==> src/rtl/instr_mem_loader.sv <==
// Boot loader for the byte-wide instruction RAM: 32-bit words in over valid/ready, four little-endian byte writes out.
// Define LOADER_CHECKSUM_EN to add a running mod-256 checksum of every byte written.
module instr_mem_loader #(
    parameter int                       ADDRESS_WIDTH = 16,
    parameter int                       DATA_WIDTH    = 32,
    parameter logic [ADDRESS_WIDTH-1:0] BASE_ADDR     = '0
) (
    input  logic                     clk,
    input  logic                     rst_n,
    input  logic                     start,
    input  logic                     word_valid,
    input  logic [DATA_WIDTH-1:0]    word_data,
    input  logic                     word_last,
    output logic                     word_ready,
    output logic                     mem_we,
    output logic [ADDRESS_WIDTH-1:0] mem_addr,
    output logic [7:0]               mem_wdata,
    output logic                     busy,
    output logic                     done,
    output logic                     err,
    output logic [ADDRESS_WIDTH-1:0] words_written,
    output logic [7:0]               checksum
);

    typedef enum logic [2:0] {IDLE, ACCEPT, WRITE, DONE, ERROR} stateT;

    localparam logic [ADDRESS_WIDTH-1:0] ADDR_ONE = {{(ADDRESS_WIDTH-1){1'b0}}, 1'b1};
    localparam logic [ADDRESS_WIDTH-1:0] ADDR_TOP = '1;

    stateT                    state;
    logic [ADDRESS_WIDTH-1:0] ptr;
    logic [ADDRESS_WIDTH-1:0] memAddrQ;
    logic [ADDRESS_WIDTH-1:0] count;
    logic [7:0]               memWdataQ;
    logic [DATA_WIDTH-1:0]    wordQ;
    logic                     lastQ;
    logic [1:0]               byteIdx;
    logic [1:0]               nextIdx;

    assign nextIdx = byteIdx + 2'd1;

    // NOTE: start gates the strobe combinationally so a restart cancels the write already on the bus this cycle.
    assign mem_we        = (state == WRITE) && !start;
    assign word_ready    = (state == ACCEPT);
    assign busy          = (state == ACCEPT) || (state == WRITE);
    assign done          = (state == DONE);
    assign err           = (state == ERROR);
    assign mem_addr      = memAddrQ;
    assign mem_wdata     = memWdataQ;
    assign words_written = count;

    // byteIdx names the byte currently on the bus; ptr is the address of the next byte to issue.
    always_ff @(posedge clk or negedge rst_n) begin
        if (!rst_n) begin
            state     <= IDLE;
            ptr       <= BASE_ADDR;
            memAddrQ  <= '0;
            memWdataQ <= '0;
            count     <= '0;
            wordQ     <= '0;
            lastQ     <= 1'b0;
            byteIdx   <= 2'd0;
        end else if (start) begin
            state   <= ACCEPT;
            ptr     <= BASE_ADDR;
            count   <= '0;
            byteIdx <= 2'd0;
        end else begin
            case (state)
                ACCEPT: begin
                    if (word_valid) begin
                        wordQ     <= word_data;
                        lastQ     <= word_last;
                        byteIdx   <= 2'd0;
                        memAddrQ  <= ptr;
                        memWdataQ <= word_data[7:0];
                        ptr       <= ptr + ADDR_ONE;
                        state     <= WRITE;
                    end
                end
                WRITE: begin
                    if (byteIdx == 2'd3) begin
                        count <= count + ADDR_ONE;
                        if (lastQ) begin
                            state <= DONE;
                        end else if (memAddrQ == ADDR_TOP) begin
                            state <= ERROR;
                        end else begin
                            state <= ACCEPT;
                        end
                    end else if (memAddrQ == ADDR_TOP) begin
                        // Bytes remain but the address space is exhausted: drop them rather than wrap to 0.
                        state <= ERROR;
                    end else begin
                        byteIdx   <= nextIdx;
                        memAddrQ  <= ptr;
                        memWdataQ <= wordQ[{nextIdx, 3'b000} +: 8];
                        ptr       <= ptr + ADDR_ONE;
                    end
                end
                default: ;
            endcase
        end
    end

`ifdef LOADER_CHECKSUM_EN
    logic [7:0] sumQ;

    always_ff @(posedge clk or negedge rst_n) begin
        if (!rst_n) begin
            sumQ <= 8'h00;
        end else if (start) begin
            sumQ <= 8'h00;
        end else if (mem_we) begin
            sumQ <= sumQ + memWdataQ;
        end
    end

    assign checksum = sumQ;
`else
    assign checksum = 8'h00;
`endif

endmodule

==> config.mk <==
export PLATFORM = sky130hd
export DESIGN_NAME = instr_mem_loader
export DESIGN_NICKNAME = d
export VERILOG_FILES = /design/src/rtl/instr_mem_loader.sv
export SDC_FILE = /design/constraint.sdc
export NUM_CORES = 1
export LEC_CHECK = 0
export CAP_MARGIN = 40
export CORE_AREA = 2 2 103 105
export CTS_CLUSTER_SIZE = 28
export DETAILED_ROUTE_END_ITERATION = 16
export DIE_AREA = 0 0 105 107
export GPL_TIMING_DRIVEN = 0
export PLACE_DENSITY_LB_ADDON = 0.08
export SLEW_MARGIN = 15
export SYNTH_ARGS = -nofsm -noshare
export SYNTH_HDL_FRONTEND = slang
export SYNTH_SLANG_ARGS = --single-unit
==> constraint.sdc <==
create_clock -name clk -period 4.2 [get_ports clk]
set_input_delay 0.84 -clock clk [delete_from_list [all_inputs] [get_ports clk]]
set_output_delay 0.84 -clock clk [all_outputs]
set_load 0.01 [all_outputs]
==> flow_metrics.py, run 1 <==
metrics = {
    "grt": {
        "antenna_found_initial": 0,
        "grt_pass1_wl_mm": 17.0,
        "grt_pass1_vias": 3458,
        "gr-total-overflow": 0,
        "grtUsageTotal_pct": 19.4,
        "grt_max_degree": 53,
    },
    "timing": {
        "slew_headroom_pct": 48.8,
        "worstMarginPinSlew_ps": 767,
        "hold_viol": 0,
        "timing.fmax_mhz": 331,
        "setup_slack_ps": 1180,
        "fin_crit_sh_pct": 72.0,
        "skew_ps": 13.0,
        "fin_crit_ps": 3020,
        "rsz0062_at_grt": "no",
        "hold-worst-slack_ps": 385,
        "setup_viol": 0,
        "report.final.slew_viol_count": 0,
    },
    "synthesis": {
        "synth_cells": 447,
        "yosys.area.top_type": "dfrtp_1",
        "synthFlopType": "dfrtp_1",
        "synth_top_family_by_area": "simple AND/OR/NAND/NOR gates",
        "synth_compound_area_share_pct": 7.97,
        "yosys_warnings": 0,
        "synth.area.mux_share_pct": 8.84,
        "syn_avg_cell_area_um2": 9.91,
        "yosys-top-cells-area": "dfrtp_1 (53%), nand2_1 (9.7%), mux2_2 (4.1%)",
        "synth_edf_count": 0,
        "synth-xor-area-share_pct": 2.77,
        "ys_seq_area_share_pct": 53.1,
        "netlist_area_um2": 4430,
        "synth_seq_cells": 94,
        "synth_fa_ha_area_share_pct": 0.847,
        "yosysUniqueCellTypes": 45,
        "synth-simple-area-share_pct": 22.3,
        "yosysTopAreaCellShare_pct": 53.1,
        "async_reset_ff_share_pct": 100,
    },
    "power": {
        "ir_drop_mv": 0.172,
        "power_density_nw_per_um2": 349,
        "leakage_uw": 0.00251,
    },
    "layout": {
        "multi_input_area_um2": 1920,
        "final_cell_mix": "nand2_1 (114), dfrtp_1 (94), clkdlybuf4s50_1 (79)",
        "drive_above_1_share_pct": 10.9,
        "final.fill_count": 960,
        "antenna_cells": 0,
        "synthToLayoutAreaGrowth_pct": 27.1,
        "fin_nets": 586,
        "utilization_pct": 55.8,
        "fin_cells": 687,
        "seqCellArea_um2": 2350,
        "mostFrequentLayoutCell": "nand2_1",
        "fin_area_um2": 5630,
    },
    "clock_tree": {
        "holdBufCountCts": 0,
        "clockBufferDepth": 2,
        "cts_tree": "built",
        "cts_buffers": 9,
        "clock-root-buffer": "clkbuf_8",
        "clkTransAtPathRegs_ps": 90,
        "cts_max_level": 3,
        "cts_sinks": 94,
        "cts_setup_buffers": 0,
        "clk-insertion-delay-late_ps": 370,
        "cts_resized": 0,
    },
    "worst_setup_path": {
        "critPathTopFamily": "buffers and inverters",
        "r2r_start": "state[2]",
        "worst-path-buf-inv": 2,
        "reg2reg_to": "mem_addr[13]",
        "critical_path_class": "reg2out",
        "crit_chain": "or3b_1 -> buf_2 -> nor2_1 -> clkdlybuf4s50_1",
        "crit_slowest_cell": "clkdlybuf4s50_1",
        "startpoint_type": "flip-flop",
        "slowest_delay_ps": 590,
        "crit_arrival_ps": 2180,
        "cp_max_fo": 10,
        "cp.required_ps": 3360,
        "reg2reg_setup_slack_ps": 1860,
        "critPathCaptureType": "primary output",
        "r2r_cells": 5,
    },
    "placed_design": {
        "port_buffers": 80,
        "dpl_worst_slack_ps": 1070,
        "dp_hpwl_mm": 7.55,
        "gp_congestion": 0.786,
        "place_area_um2": 5460,
        "dp_cells": 671,
    },
    "routing": {
        "drc": 0,
        "drt-pass1-iter-count": 4,
        "vias_per_cell": 5.16,
        "vias": 3546,
        "drt_wl_total_mm": 10.4,
        "first_iter_violations": 137,
        "routedWlPerCell_um": 15.2,
        "ant_nets": 0,
    },
    "floorplanning": {
        "dieArea_um2": 11200,
        "io_pins": 90,
        "core_area_um2": 10100,
        "placementRows": 37,
        "initial_core_util_pct": 43.9,
        "die_y_um": 107,
        "die_w_um": 105,
    },
    "hold_path": {
        "hp-class": "in2async",
    },
    "flow_run": {
        "drv_cap": 0,
    },
    "status": {
        "status": "finished clean",
    },
}
==> how the worst max path moves through the flow <==
stage | slack (ps) | to | start | cells after the start
floorplan | 1890 | mem_addr[13] | word_valid | 7
global placement | -1300 | mem_wdata[3] | rst_n | 1
detailed placement | 1070 | mem_addr[13] | word_valid | 8
CTS | 1170 | mem_we | state[2] | 4
global route | 1040 | mem_we | state[2] | 4
finish | 1180 | mem_we | state[2] | 4
==> report_power, final <==
group	leakage [uW]	total [uW]	internal [uW]	switching [uW]
combinational	0.00119	341	180	161
clock	0.0000893	555	232	323
sequential	0.00123	1070	1010	62.8
total	0.00251	1960	1420	547
==> flip-flops by register name, indices dropped and copies added (netlist names) <==
name / flops
lastQ: 1
words_written: 16
state: 3
wordQ: 32
byteIdx: 2
mem_addr: 16
mem_wdata: 8
ptr: 16
==> cells in the mapped netlist (9+ instances only) <==
library cell  instances
a21oi_1              19
buf_4                 9
clkbuf_1             13
dfrtp_1              94
mux2_2               16
nand2_1             114
nand3_1              13
nand4_1               9
nor2_1               41
o21ai_0              15
or3_1                10
==> cell families after synthesis <==
family                   after synthesis
other                                  1
AO/OA/AOI/OAI                         53
buffers and inverters                 37
adder cells (fa/ha/maj)                3
AND/OR/NAND/NOR                      218
multiplexers                          27
XOR/XNOR                              14
flip-flops                            94
==> per-layer routing <==
metal	wire (um)	share of wire [%]	vias up	global-route usage, %
met4	202	1.9	0	7.43
met2	5210	50	85	32.8
met1	4550	44	1734	24.7
li1	-	-	1711	-
met3	466	4.5	16	3.83
met5	0	0	-	0
==> per-stage QoR <==
stage	setup TNS (ps)	total power, uW
2_1_floorplan	0	1260
3_3_place_gp	-121300	1420
3_5_place_dp	0	1430
4_1_cts	0	1990
5_1_grt	0	2070
6_report	0	1960
==> layout make-up <==
class | instances | area share (%)
Clock inverter | 5 | 0.622
Timing Repair Buffer | 81 | 14.7
Inverter | 8 | 0.533
Clock buffer | 11 | 2.51
Multi-Input combinational cell | 323 | 34.2
Tap cell | 136 | 3.02
Sequential cell | 94 | 41.8
Buffer | 29 | 2.64
Power figures use the tool's default switching activity.
==> inputs of run 2 (changes only) <==
- clock period: 4.2 -> 3.1 ns (I/O delays scaled with it)
==> results of run 2 <==
Same layout as run 1 (identical final DEF). Status: finished clean.
Main changes from that run: setup slack after placement 1070 ps -> 195 ps; setup slack after layout 1180 ps -> 298 ps; hold slack 385 ps -> 165 ps; register-to-register setup slack 1860 ps -> 760 ps; total power 1960 uW -> 2660 uW; worst IR drop on VDD 0.172 mV -> 0.232 mV
